===== config.mk =====
export PLATFORM = sky130hd
export DESIGN_NAME = mem_stage_flat
export DESIGN_NICKNAME = d
export VERILOG_FILES = /design/src/rtl/mem_stage_pkg.sv /design/src/rtl/mem_stage_if.sv /design/src/rtl/mem_stage_wb_reg.sv /design/src/rtl/mem_stage.sv /design/src/flat_wrapper.sv
export SDC_FILE = /design/constraint.sdc
export NUM_CORES = 1
export LEC_CHECK = 0
export ABC_AREA = 1
export BUFFER_PORTS_ARGS = -buffer_cell sky130_fd_sc_hd__buf_2
export CAP_MARGIN = 10
export CORE_MARGIN = 2
export CORE_UTILIZATION = 46
export DETAILED_ROUTE_END_ITERATION = 16
export HOLD_SLACK_MARGIN = 0.02
export PLACE_DENSITY_LB_ADDON = 0.12
export SETUP_SLACK_MARGIN = 0.2
export SLEW_MARGIN = 20
export SYNTH_ARGS = -nofsm -noshare
export SYNTH_HDL_FRONTEND = slang
export SYNTH_SLANG_ARGS = --single-unit

===== constraint.sdc =====
create_clock -name clk -period 5.1 [get_ports clk]
set_clock_uncertainty 0.05 [all_clocks]
set_input_delay 0.765 -clock clk [delete_from_list [all_inputs] [get_ports clk]]
set_output_delay 0.765 -clock clk [all_outputs]
set_load 0.02 [all_outputs]

===== src/rtl/mem_stage_pkg.sv =====
// Shared types and constants for the MEM pipeline stage: FSM encoding,
// data widths and the MEM/WB row layout.
package mem_stage_pkg;

    localparam int XLEN            = 32;
    localparam int REG_ADDR_W      = 5;
    localparam int DEFAULT_TIMEOUT = 255;
    localparam int WAIT_CNT_W      = 8;

    typedef enum logic {
        IDLE   = 1'b0,
        ACCESS = 1'b1
    } state_e;

    typedef struct packed {
        logic [XLEN-1:0]       read_data;
        logic [XLEN-1:0]       alu_result;
        logic [REG_ADDR_W-1:0] rd;
        logic                  regwrite;
        logic                  memtoreg;
    } mem_wb_t;

    localparam mem_wb_t MEM_WB_BUBBLE = '0;

endpackage


===== src/rtl/mem_stage_if.sv =====
// Data-memory request/response bus between the MEM stage (master) and memory.
interface mem_stage_if;
    import mem_stage_pkg::*;

    logic            dmem_req;
    logic            dmem_we;
    logic [XLEN-1:0] dmem_addr;
    logic [XLEN-1:0] dmem_wdata;
    logic            dmem_ready;
    logic [XLEN-1:0] dmem_rdata;

    modport master (
        output dmem_req, dmem_we, dmem_addr, dmem_wdata,
        input  dmem_ready, dmem_rdata
    );

    modport slave (
        input  dmem_req, dmem_we, dmem_addr, dmem_wdata,
        output dmem_ready, dmem_rdata
    );

endinterface


===== src/rtl/mem_stage_wb_reg.sv =====
// MEM/WB pipeline register; a bubble clears the whole row so writeback is suppressed.
module mem_wb_reg
    import mem_stage_pkg::*;
(
    input  logic    clk,
    input  logic    reset,
    input  logic    bubble,
    input  mem_wb_t row_d,
    output mem_wb_t row_q
);

    always_ff @(posedge clk or posedge reset) begin
        if (reset) begin
            row_q <= MEM_WB_BUBBLE;
        end else if (bubble) begin
            row_q <= MEM_WB_BUBBLE;
        end else begin
            row_q <= row_d;
        end
    end

endmodule


===== src/rtl/mem_stage.sv =====
// MEM stage: branch resolution, word-aligned data-memory access with a wait
// timeout, and the MEM/WB register.
//
// state  | meaning
// IDLE   | no bus activity; aligned load/store starts an access next cycle
// ACCESS | request held on the bus until ready or the wait counter expires
module mem_stage
    import mem_stage_pkg::*;
#(
    parameter int unsigned TIMEOUT = DEFAULT_TIMEOUT
) (
    input  logic                  clk,
    input  logic                  reset,

    input  logic [XLEN-1:0]       alu_result_EX_MEM,
    input  logic [XLEN-1:0]       read_data2_EX_MEM,
    input  logic [XLEN-1:0]       add_alu_out_EX_MEM,
    input  logic                  branch_EX_MEM,
    input  logic                  z_flag_EX_MEM,
    input  logic                  memread_EX_MEM,
    input  logic                  memwrite_EX_MEM,
    input  logic                  memtoreg_EX_MEM,
    input  logic                  regwrite_EX_MEM,
    input  logic [REG_ADDR_W-1:0] rd_EX_MEM,

    mem_stage_if.master           dmem,

    output logic                  pcsrc,
    output logic [XLEN-1:0]       branch_target,
    output logic                  stall_mem,
    output logic                  misalign_err,
    output logic                  bus_err,

    output logic [XLEN-1:0]       read_data_MEM_WB,
    output logic [XLEN-1:0]       alu_result_MEM_WB,
    output logic [REG_ADDR_W-1:0] rd_MEM_WB,
    output logic                  regwrite_MEM_WB,
    output logic                  memtoreg_MEM_WB
);

    localparam logic [WAIT_CNT_W-1:0] WAIT_TC = WAIT_CNT_W'(TIMEOUT - 1);

    state_e                state_q, state_d;
    logic [WAIT_CNT_W-1:0] wait_cnt_q;
    logic [XLEN-1:0]       addr_q;
    logic [XLEN-1:0]       wdata_q;
    logic                  we_q;
    logic                  misalign_err_q;

    logic                  mem_op;
    logic                  misaligned;
    logic                  wait_tc;
    logic                  wb_bubble;
    mem_wb_t               wb_d;
    mem_wb_t               wb_q;

    assign pcsrc         = branch_EX_MEM & z_flag_EX_MEM;
    assign branch_target = add_alu_out_EX_MEM;

    assign mem_op     = memread_EX_MEM | memwrite_EX_MEM;
    assign misaligned = mem_op & (alu_result_EX_MEM[1:0] != 2'b00);
    assign wait_tc    = (wait_cnt_q == WAIT_TC);

    always_ff @(posedge clk or posedge reset) begin
        if (reset) begin
            state_q <= IDLE;
        end else begin
            state_q <= state_d;
        end
    end

    always_comb begin
        state_d = state_q;
        case (state_q)
            IDLE:   if (mem_op && !misaligned)       state_d = ACCESS;
            ACCESS: if (dmem.dmem_ready || wait_tc) state_d = IDLE;
        endcase
    end

    // In ACCESS the EX/MEM inputs are frozen by the stall, so rd and the
    // control bits still belong to the instruction being completed.
    always_comb begin
        dmem.dmem_req   = 1'b0;
        dmem.dmem_we    = 1'b0;
        dmem.dmem_addr  = '0;
        dmem.dmem_wdata = '0;
        stall_mem       = 1'b0;
        bus_err         = 1'b0;
        wb_bubble       = 1'b0;
        wb_d.read_data  = '0;
        wb_d.alu_result = alu_result_EX_MEM;
        wb_d.rd         = rd_EX_MEM;
        wb_d.regwrite   = regwrite_EX_MEM;
        wb_d.memtoreg   = memtoreg_EX_MEM;
        case (state_q)
            IDLE: begin
                stall_mem = mem_op & ~misaligned;
                wb_bubble = mem_op;
            end
            ACCESS: begin
                dmem.dmem_req   = 1'b1;
                dmem.dmem_we    = we_q;
                dmem.dmem_addr  = addr_q;
                dmem.dmem_wdata = wdata_q;
                stall_mem       = ~dmem.dmem_ready & ~wait_tc;
                bus_err         = ~dmem.dmem_ready & wait_tc;
                wb_bubble       = ~dmem.dmem_ready;
                wb_d.alu_result = addr_q;
                wb_d.read_data  = we_q ? '0 : dmem.dmem_rdata;
            end
        endcase
    end

    always_ff @(posedge clk or posedge reset) begin
        if (reset) begin
            wait_cnt_q     <= '0;
            addr_q         <= '0;
            wdata_q        <= '0;
            we_q           <= 1'b0;
            misalign_err_q <= 1'b0;
        end else begin
            misalign_err_q <= (state_q == IDLE) & misaligned;
            if (state_q == IDLE) begin
                wait_cnt_q <= '0;
                if (mem_op && !misaligned) begin
                    addr_q  <= alu_result_EX_MEM;
                    wdata_q <= read_data2_EX_MEM;
                    we_q    <= memwrite_EX_MEM;
                end
            end else if (!dmem.dmem_ready && !wait_tc) begin
                wait_cnt_q <= wait_cnt_q + 1'b1;
            end
        end
    end

    assign misalign_err = misalign_err_q;

    mem_wb_reg u_mem_wb_reg (
        .clk    (clk),
        .reset  (reset),
        .bubble (wb_bubble),
        .row_d  (wb_d),
        .row_q  (wb_q)
    );

    assign read_data_MEM_WB  = wb_q.read_data;
    assign alu_result_MEM_WB = wb_q.alu_result;
    assign rd_MEM_WB         = wb_q.rd;
    assign regwrite_MEM_WB   = wb_q.regwrite;
    assign memtoreg_MEM_WB   = wb_q.memtoreg;

endmodule


===== src/flat_wrapper.sv =====
// flat-port wrapper written by rule: the top's interface ports become plain ports
module mem_stage_flat import mem_stage_pkg::*;
#(
    parameter int unsigned TIMEOUT = DEFAULT_TIMEOUT
)
  (clk, reset, alu_result_EX_MEM, read_data2_EX_MEM, add_alu_out_EX_MEM, branch_EX_MEM, z_flag_EX_MEM, memread_EX_MEM, memwrite_EX_MEM, memtoreg_EX_MEM, regwrite_EX_MEM, rd_EX_MEM, pcsrc, branch_target, stall_mem, misalign_err, bus_err, read_data_MEM_WB, alu_result_MEM_WB, rd_MEM_WB, regwrite_MEM_WB, memtoreg_MEM_WB, dmem_dmem_req, dmem_dmem_we, dmem_dmem_addr, dmem_dmem_wdata, dmem_dmem_ready, dmem_dmem_rdata);
  mem_stage_if dmem_i ();
  input  logic clk;
  input  logic reset;
  input  logic [XLEN-1:0] alu_result_EX_MEM;
  input  logic [XLEN-1:0] read_data2_EX_MEM;
  input  logic [XLEN-1:0] add_alu_out_EX_MEM;
  input  logic branch_EX_MEM;
  input  logic z_flag_EX_MEM;
  input  logic memread_EX_MEM;
  input  logic memwrite_EX_MEM;
  input  logic memtoreg_EX_MEM;
  input  logic regwrite_EX_MEM;
  input  logic [REG_ADDR_W-1:0] rd_EX_MEM;
  output logic pcsrc;
  output logic [XLEN-1:0] branch_target;
  output logic stall_mem;
  output logic misalign_err;
  output logic bus_err;
  output logic [XLEN-1:0] read_data_MEM_WB;
  output logic [XLEN-1:0] alu_result_MEM_WB;
  output logic [REG_ADDR_W-1:0] rd_MEM_WB;
  output logic regwrite_MEM_WB;
  output logic memtoreg_MEM_WB;
  output wire logic [$bits(dmem_i.dmem_req)-1:0] dmem_dmem_req;
  output wire logic [$bits(dmem_i.dmem_we)-1:0] dmem_dmem_we;
  output wire logic [$bits(dmem_i.dmem_addr)-1:0] dmem_dmem_addr;
  output wire logic [$bits(dmem_i.dmem_wdata)-1:0] dmem_dmem_wdata;
  input wire logic [$bits(dmem_i.dmem_ready)-1:0] dmem_dmem_ready;
  input wire logic [$bits(dmem_i.dmem_rdata)-1:0] dmem_dmem_rdata;
  assign dmem_dmem_req = dmem_i.dmem_req;
  assign dmem_dmem_we = dmem_i.dmem_we;
  assign dmem_dmem_addr = dmem_i.dmem_addr;
  assign dmem_dmem_wdata = dmem_i.dmem_wdata;
  assign dmem_i.dmem_ready = dmem_dmem_ready;
  assign dmem_i.dmem_rdata = dmem_dmem_rdata;
  mem_stage #(.TIMEOUT(TIMEOUT)) u_core (.clk(clk), .reset(reset), .alu_result_EX_MEM(alu_result_EX_MEM), .read_data2_EX_MEM(read_data2_EX_MEM), .add_alu_out_EX_MEM(add_alu_out_EX_MEM), .branch_EX_MEM(branch_EX_MEM), .z_flag_EX_MEM(z_flag_EX_MEM), .memread_EX_MEM(memread_EX_MEM), .memwrite_EX_MEM(memwrite_EX_MEM), .memtoreg_EX_MEM(memtoreg_EX_MEM), .regwrite_EX_MEM(regwrite_EX_MEM), .rd_EX_MEM(rd_EX_MEM), .dmem(dmem_i), .pcsrc(pcsrc), .branch_target(branch_target), .stall_mem(stall_mem), .misalign_err(misalign_err), .bus_err(bus_err), .read_data_MEM_WB(read_data_MEM_WB), .alu_result_MEM_WB(alu_result_MEM_WB), .rd_MEM_WB(rd_MEM_WB), .regwrite_MEM_WB(regwrite_MEM_WB), .memtoreg_MEM_WB(memtoreg_MEM_WB));
endmodule

==> impl_metrics.env, run 1 <==
export IMPL_hold_ws_ns=0.321
export IMPL_cp_max_fo=46
export IMPL_total_power_uw=3310
export IMPL_cts_buffer_depth=2
export IMPL_fin_tns_setup_ns=0
export IMPL_path_clk_slew_ns=0.06
export IMPL_firstDrtPassIters=5
export IMPL_ant_nets=0
export IMPL_p_switching_uw=894
export IMPL_swShare=0.270
export IMPL_cts_made_buffers=17
export IMPL_vias_per_cell=4.46
export IMPL_synthDistinctLibCells=22
export IMPL_p_int_uw=2420
export IMPL_required_ns=4.28
export IMPL_synthArstFlopShare=1.00
export IMPL_cap_violations=0
export IMPL_cts_sinks=146
export IMPL_area_delta_synth_final_pct=28.4
export IMPL_drt_iter0_drc=298
export IMPL_synthFlopType="dfrtp_1"
export IMPL_end_kind="output port"
export IMPL_synth_edf_count=0
export IMPL_reg2reg_depth=4
export IMPL_synth_top_cells_by_count="inv_1 (178), nand2_1 (161), dfrtp_1 (146)"
export IMPL_seq_power_share=0.415
export IMPL_status="completed"
export IMPL_start_util=0.464
export IMPL_worstSkewPairLatency_ns=0.41
export IMPL_yosys_warnings=0
export IMPL_yosysMostFrequentCell="inv_1"
export IMPL_peakVddDrop_uv=231
export IMPL_synth_top_area_frac=0.573
export IMPL_synth_net_count=896
export IMPL_globalRoute_totalOverflow=0
export IMPL_placedCellCount=1123
export IMPL_antenna_cells=0
export IMPL_ys_seq_area_frac=0.573
export IMPL_antenna_found_initial=0
export IMPL_hold_class="primary input to asynchronous set/reset pin"
export IMPL_die_h_um=122
export IMPL_fin_crit_ns=2.92
export IMPL_wl_per_cell_um=12.6
export IMPL_path_class="flip-flop to output port"
export IMPL_worst_pin_slew_ns=1.05
export IMPL_final_cells=1155
export IMPL_portBuffers=250
export IMPL_fin_util=0.596
export IMPL_p_leak_uw=0.00534
export IMPL_grt_pass1_vias=4905
export IMPL_cts_hold_buffers=0
export IMPL_core_area_um2=13700
export IMPL_timing_slew_headroom=0.303
export IMPL_synthCells=752
export IMPL_nets=1106
export IMPL_route_detailed_drc=0
export IMPL_dp_hpwl_mm=10.0
export IMPL_pin_count=315
export IMPL_yosysTopAreaCell="dfrtp_1"
export IMPL_cts_resized=0
export IMPL_synth_area_um2=6370
export IMPL_gp_congestion=0.762
export IMPL_die_area_um2=14800
export IMPL_power_share_clock=0.428
export IMPL_rsz0062_at_grt="no"
export IMPL_startpoint_type="flip-flop"
export IMPL_r2r_slack_ns=2.71
export IMPL_syn_avg_cell_area_um2=8.47
export IMPL_setup_viol=0
export IMPL_power_density_nw_per_um2=405
export IMPL_grt_pass1_wl_mm=23.8
export IMPL_hold_viol=0
export IMPL_combPwrFrac=0.157
export IMPL_grt_max_degree=129
export IMPL_htreeDepth=4
export IMPL_rr_endpoint="u_core.u_mem_wb_reg.row_q[45]$_DFF_PP0_"
export IMPL_fin_crit_sh=0.572
export IMPL_ys_ff_latch=146
export IMPL_fmax_ghz=0.343
export IMPL_num_vias=5147
export IMPL_root_buffer="clkbuf_16"
export IMPL_die_w_um=122
export IMPL_post_cts_buffers=0
export IMPL_cts_tree="done"
export IMPL_slew_viol_final=0
export IMPL_wl_mm=14.6
export IMPL_critPathArrivalTime_ns=2.10
export IMPL_gr_usage_all_layers=0.206
export IMPL_crit_reg2reg_launch="u_core.state_q$_DFF_PP0_"
export IMPL_rows=43
export IMPL_drive_above_1_share=0.312
export IMPL_synth_area_top_cells="dfrtp_1 (57%), inv_1 (10%), nand2_1 (9.5%)"
[per-layer routing]
metal | share of wire | track usage | vias to the layer above
met3 | 0.087 | 0.0726 | 21
met1 | 0.44 | 0.268 | 2327
met4 | 0.018 | 0.0876 | 0
met5 | 0 | 0 | -
met2 | 0.45 | 0.316 | 224
li1 | - | - | 2575
[layout make-up]
| class | instances | area [um^2] |
|---|---|---|
| clock buffer | 19 | 453 |
| timing repair buffer | 255 | 1290 |
| multi-input combinational | 363 | 1650 |
| inverter | 179 | 677 |
| sequential | 146 | 3650 |
| fill | 1270 | 5540 |
| clock inverter | 13 | 228 |
| tap | 180 | 225 |
[state kept, by name, summed over array words and instances (netlist names)]
signal                     cells
u_core.u_mem_wb_reg.row_q     71
u_core.addr_q                 32
u_core.wdata_q                32
u_core.wait_cnt_q              8
u_core.misalign_err            1
u_core.state_q                 1
u_core.we_q                    1
[stage by stage]
stage	worst slack, ns	cell area [um^2]
2_1_floorplan	0.362	6370
3_3_place_gp	2.62	7500
3_5_place_dp	2.59	7500
4_1_cts	2.13	8180
5_1_grt	2.02	8180
6_report	2.18	8180
[worst max-delay path, stage by stage, from the launching register on]
cell and delay (ns):
dfrtp_2 0.73, buf_4 0.55, nand2_1 0.10, inv_1 0.12, buf_2 0.17
[power by group through the flow]
stage	Clock, uW	Combinational (uW)	Sequential, uW
3_5_place_dp	0	529	1390
4_1_cts	1450	531	1380
6_report	1420	522	1370
2_1_floorplan	0	348	1420
3_3_place_gp	0	523	1390
5_1_grt	1510	594	1390
[worst max-delay path by stage]
stage,startpoint,depth (start not counted),end,slack (ns)
after floorplan,reset,1,u_core.addr_q[0]$_DFFE_PP0P_,0.36
after global placement,memwrite_EX_MEM,5,u_core.addr_q[31]$_DFFE_PP0P_,2.62
after detailed placement,memwrite_EX_MEM,5,u_core.wdata_q[2]$_DFFE_PP0P_,2.59
after CTS,u_core.state_q$_DFF_PP0_,4,dmem_dmem_addr[30],2.13
after global routing,u_core.state_q$_DFF_PP0_,4,dmem_dmem_addr[31],2.02
final,u_core.state_q$_DFF_PP0_,4,dmem_dmem_addr[30],2.18
[layout by cell type (no fill, tap or decap)]
cell        count
a21oi_1        33
nor2_1         67
clkbuf_16      17
ha_1            2
or2_4           1
o21ai_0        65
dfrtp_1       145
buf_4           4
nand3_1        15
nand2_1       161
inv_6           3
o21ai_4         1
inv_2           1
inv_1         177
nand4_1         2
nor2_2          1
nor2_4         10
clkinv_2        3
buf_6           1
clkinvlp_4      2
xor2_1          3
buf_2         250
bufinv_16       6
clkbuf_8        2
dfrtp_2         1
nand3_4         1
nor3_1          1
[kinds of logic (layout without fill, tap and decap cells)]
logic type / Yosys count / count (layout) / synth area share
simple gates: 259 / 259 / 0.170
flops: 146 / 146 / 0.573
buf+inv: 243 / 466 / 0.169
xor+xnor: 3 / 3 / 0.00412
fa+ha+maj: 2 / 2 / 0.00393
compound gates: 99 / 99 / 0.0795
(Power assumes the default switching activity.)
==> run 2, diff against run 1 <==
ABC_AREA = 0   (was 1)
CORE_AREA = 2 2 123 125   (was default)
CORE_MARGIN = default   (was 2)
CORE_UTILIZATION = default   (was 46)
DIE_AREA = 0 0 125 127   (was default)
clock period = 2.85 ns   (was 5.1 ns; I/O delays follow)
==> run 2 against run 1 <==
  * First-iteration DRC count fell by 35%
  * Setup slack got worse by 1.5 ns
  * Total power grew 70%
  * Via count is 16% lower
  * Sequential cell count did not move
  * Synthesized cell count is 34% lower
  * Sequential power is 80% higher
  * Combinational power rose by 92%
  * Critical endpoint is now stall_mem
==> impl_metrics.env, run 2 <==
export IMPL_status="completed"
export IMPL_hold_ws_ns=0.0677
export IMPL_cts_made_buffers=17
export IMPL_fmax_ghz=0.451
export IMPL_largest_reg_flops=71
export IMPL_wl_mm=14.0
export IMPL_cts_hold_buffers=0
export IMPL_syn_avg_cell_area_um2=12.3
export IMPL_grt_pass1_wl_mm=22.5
export IMPL_fin_crit_ns=2.21
export IMPL_peakVddDrop_uv=334
export IMPL_synth_top_cells_by_count="dfrtp_1 (146), and2_1 (98), mux2_1 (37)"
export IMPL_die_area_um2=15900
export IMPL_route_detailed_drc=0
export IMPL_seqCellArea_um2=3650
export IMPL_synth_edf_count=0
export IMPL_yosysMostFrequentCell="dfrtp_1"
export IMPL_dp_hpwl_mm=9.98
export IMPL_multi_input_area_um2=2000
export IMPL_firstDrtPassIters=4
export IMPL_largest_register="u_core.u_mem_wb_reg.row_q"
export IMPL_gr_usage_all_layers=0.178
export IMPL_die_w_um=125
export IMPL_synthFlopType="dfrtp_1"
export IMPL_synth_area_um2=6050
export IMPL_gp_congestion=0.766
export IMPL_start_util=0.420
export IMPL_cap_violations=0
export IMPL_post_cts_buffers=0
export IMPL_grt_pass1_vias=4539
export IMPL_worst_pin_slew_ns=1.07
export IMPL_die_h_um=127
export IMPL_num_vias=4311
export IMPL_startpoint_type="flip-flop"
export IMPL_worstSkewPairLatency_ns=0.40
export IMPL_required_ns=2.37
export IMPL_globalRoute_totalOverflow=0
export IMPL_reg_top3="u_core.u_mem_wb_reg.row_q x71, u_core.addr_q x32, u_core.wdata_q x32"
export IMPL_grt_max_degree=50
export IMPL_ant_nets=0
export IMPL_pin_count=315
export IMPL_timing_slew_headroom=0.286
export IMPL_synth_net_count=637
export IMPL_p_switching_uw=1510
export IMPL_hold_viol=0
export IMPL_fin_tns_setup_ns=0
export IMPL_cp_max_fo=44
export IMPL_cts_resized=0
export IMPL_swShare=0.269
export IMPL_fin_crit_sh=0.777
export IMPL_slew_viol_final=0
export IMPL_cts_buffer_depth=2
export IMPL_hold_class="primary input to asynchronous set/reset pin"
export IMPL_placedCellCount=879
export IMPL_antenna_cells=0
export IMPL_ys_seq_area_frac=0.604
export IMPL_vias_per_cell=4.73
export IMPL_cts_tree="done"
export IMPL_critPathArrivalTime_ns=1.74
export IMPL_power_share_clock=0.383
export IMPL_p_leak_uw=0.00416
export IMPL_rsz0062_at_grt="no"
export IMPL_drt_iter0_drc=194
export IMPL_antenna_found_initial=0
export IMPL_combPwrFrac=0.178
export IMPL_synthDistinctLibCells=34
export IMPL_seq_power_share=0.439
export IMPL_layout_commonest_cell="buf_2"
export IMPL_core_area_um2=14400
export IMPL_yosys_warnings=0
export IMPL_finalInstanceArea_um2=7870
export IMPL_drive_above_1_share=0.443
export IMPL_synth_area_top_cells="dfrtp_1 (60%), and2_1 (10%), mux2_1 (6.9%)"
export IMPL_nets=858
export IMPL_root_buffer="clkbuf_16"
export IMPL_rows=44
export IMPL_power_density_nw_per_um2=715
export IMPL_path_class="flip-flop to output port"
export IMPL_htreeDepth=4
export IMPL_portBuffers=250
export IMPL_final_cells=911
export IMPL_synthCells=493
export IMPL_path_clk_slew_ns=0.06
export IMPL_p_int_uw=4120
export IMPL_yosysTopAreaCell="dfrtp_1"
export IMPL_mostFrequentLayoutCells="buf_2 (250), dfrtp_1 (145), and2_1 (98)"
export IMPL_place_area_um2=7290
export IMPL_area_delta_synth_final_pct=30.1
export IMPL_end_kind="output port"
export IMPL_synthArstFlopShare=1.00
export IMPL_fillCellCount=1279
export IMPL_wl_per_cell_um=15.4
export IMPL_setup_viol=0
export IMPL_reg2reg_depth=3
export IMPL_cts_sinks=146
export IMPL_ys_ff_latch=146
export IMPL_synth_top_area_frac=0.604
[run 2: changes by cell type after synthesis, sizes merged, moves of 10 or more]
cell	previous run	this run
nand3	16	2
nor2	78	36
mux2	0	63
inv	179	5
and2	0	98
buf	58	42
clkbuf	6	16
o21ai	66	2
nor2b	0	10
nand2	161	8
[run 2: worst paths after layout]
kind,endpoint,from,slack [ns]
worst max-delay path,stall_mem,u_core.state_q$_DFF_PP0_,0.64
worst min-delay path,u_core.u_mem_wb_reg.row_q[60]$_DFF_PP0_,reset,0.07
worst max register to register,u_core.u_mem_wb_reg.row_q[27]$_DFF_PP0_,u_core.state_q$_DFF_PP0_,1.06
worst min register to register,u_core.addr_q[5]$_DFFE_PP0P_,u_core.addr_q[5]$_DFFE_PP0P_,0.43
max in group asynchronous,u_core.addr_q[17]$_DFFE_PP0P_,reset,1.99
min in group clk,u_core.u_mem_wb_reg.row_q[49]$_DFF_PP0_,dmem_dmem_rdata[10],0.17
[run 2: cell type report]
class                           count  share of cell area
Multi-Input combinational cell    283               0.254
Clock inverter                      8             0.00953
Sequential cell                   146               0.464
Timing Repair Buffer              260               0.175
Clock buffer                       24              0.0650
Tap cell                          184              0.0292
Inverter                            6             0.00334
[run 2: metal layers]
layer,part of all wire,routed length [um],GRT usage
met5,0,0,0
met4,0.015,205,0.0621
met3,0.096,1340,0.0729
met2,0.47,6590,0.289
met1,0.42,5860,0.216
[run 2: power groups by stage]
stage               logic, uW  registers [uW]  clock network [uW]
CTS                      1020            2470                2210
detailed placement       1020            2500                   0
finish                   1000            2470                2160
global route             1100            2510                2310
global placement          997            2490                   0
floorplan                 648            2560                   0
[run 2: worst max-delay path, cell delays in order, from the launching register on]
cell and delay [ns]:
dfrtp_2 0.42, buf_4 0.37, nand2b_1 0.13, o21bai_1 0.19
buf_2 0.21
[run 2: cell families (layout without fill, tap and decap cells)]
logic type | after synthesis | after routing | share of synthesized area
buffers and inverters | 64 | 298 | 0.0680
DFF | 146 | 146 | 0.604
and+or+nand+nor | 171 | 171 | 0.162
AOI/OAI and AO/OA | 44 | 44 | 0.0397
adders and majority gates | 2 | 2 | 0.00413
muxes | 66 | 66 | 0.122
[run 2: metrics by stage]
step                worst slack [ns]  power [uW]  utilization
detailed placement             0.915        3520        0.505
global route                   0.468        5910        0.546
floorplan                      0.539        3200            -
global placement               0.960        3490        0.505
CTS                            0.595        5700        0.546
finish                         0.635        5630        0.546
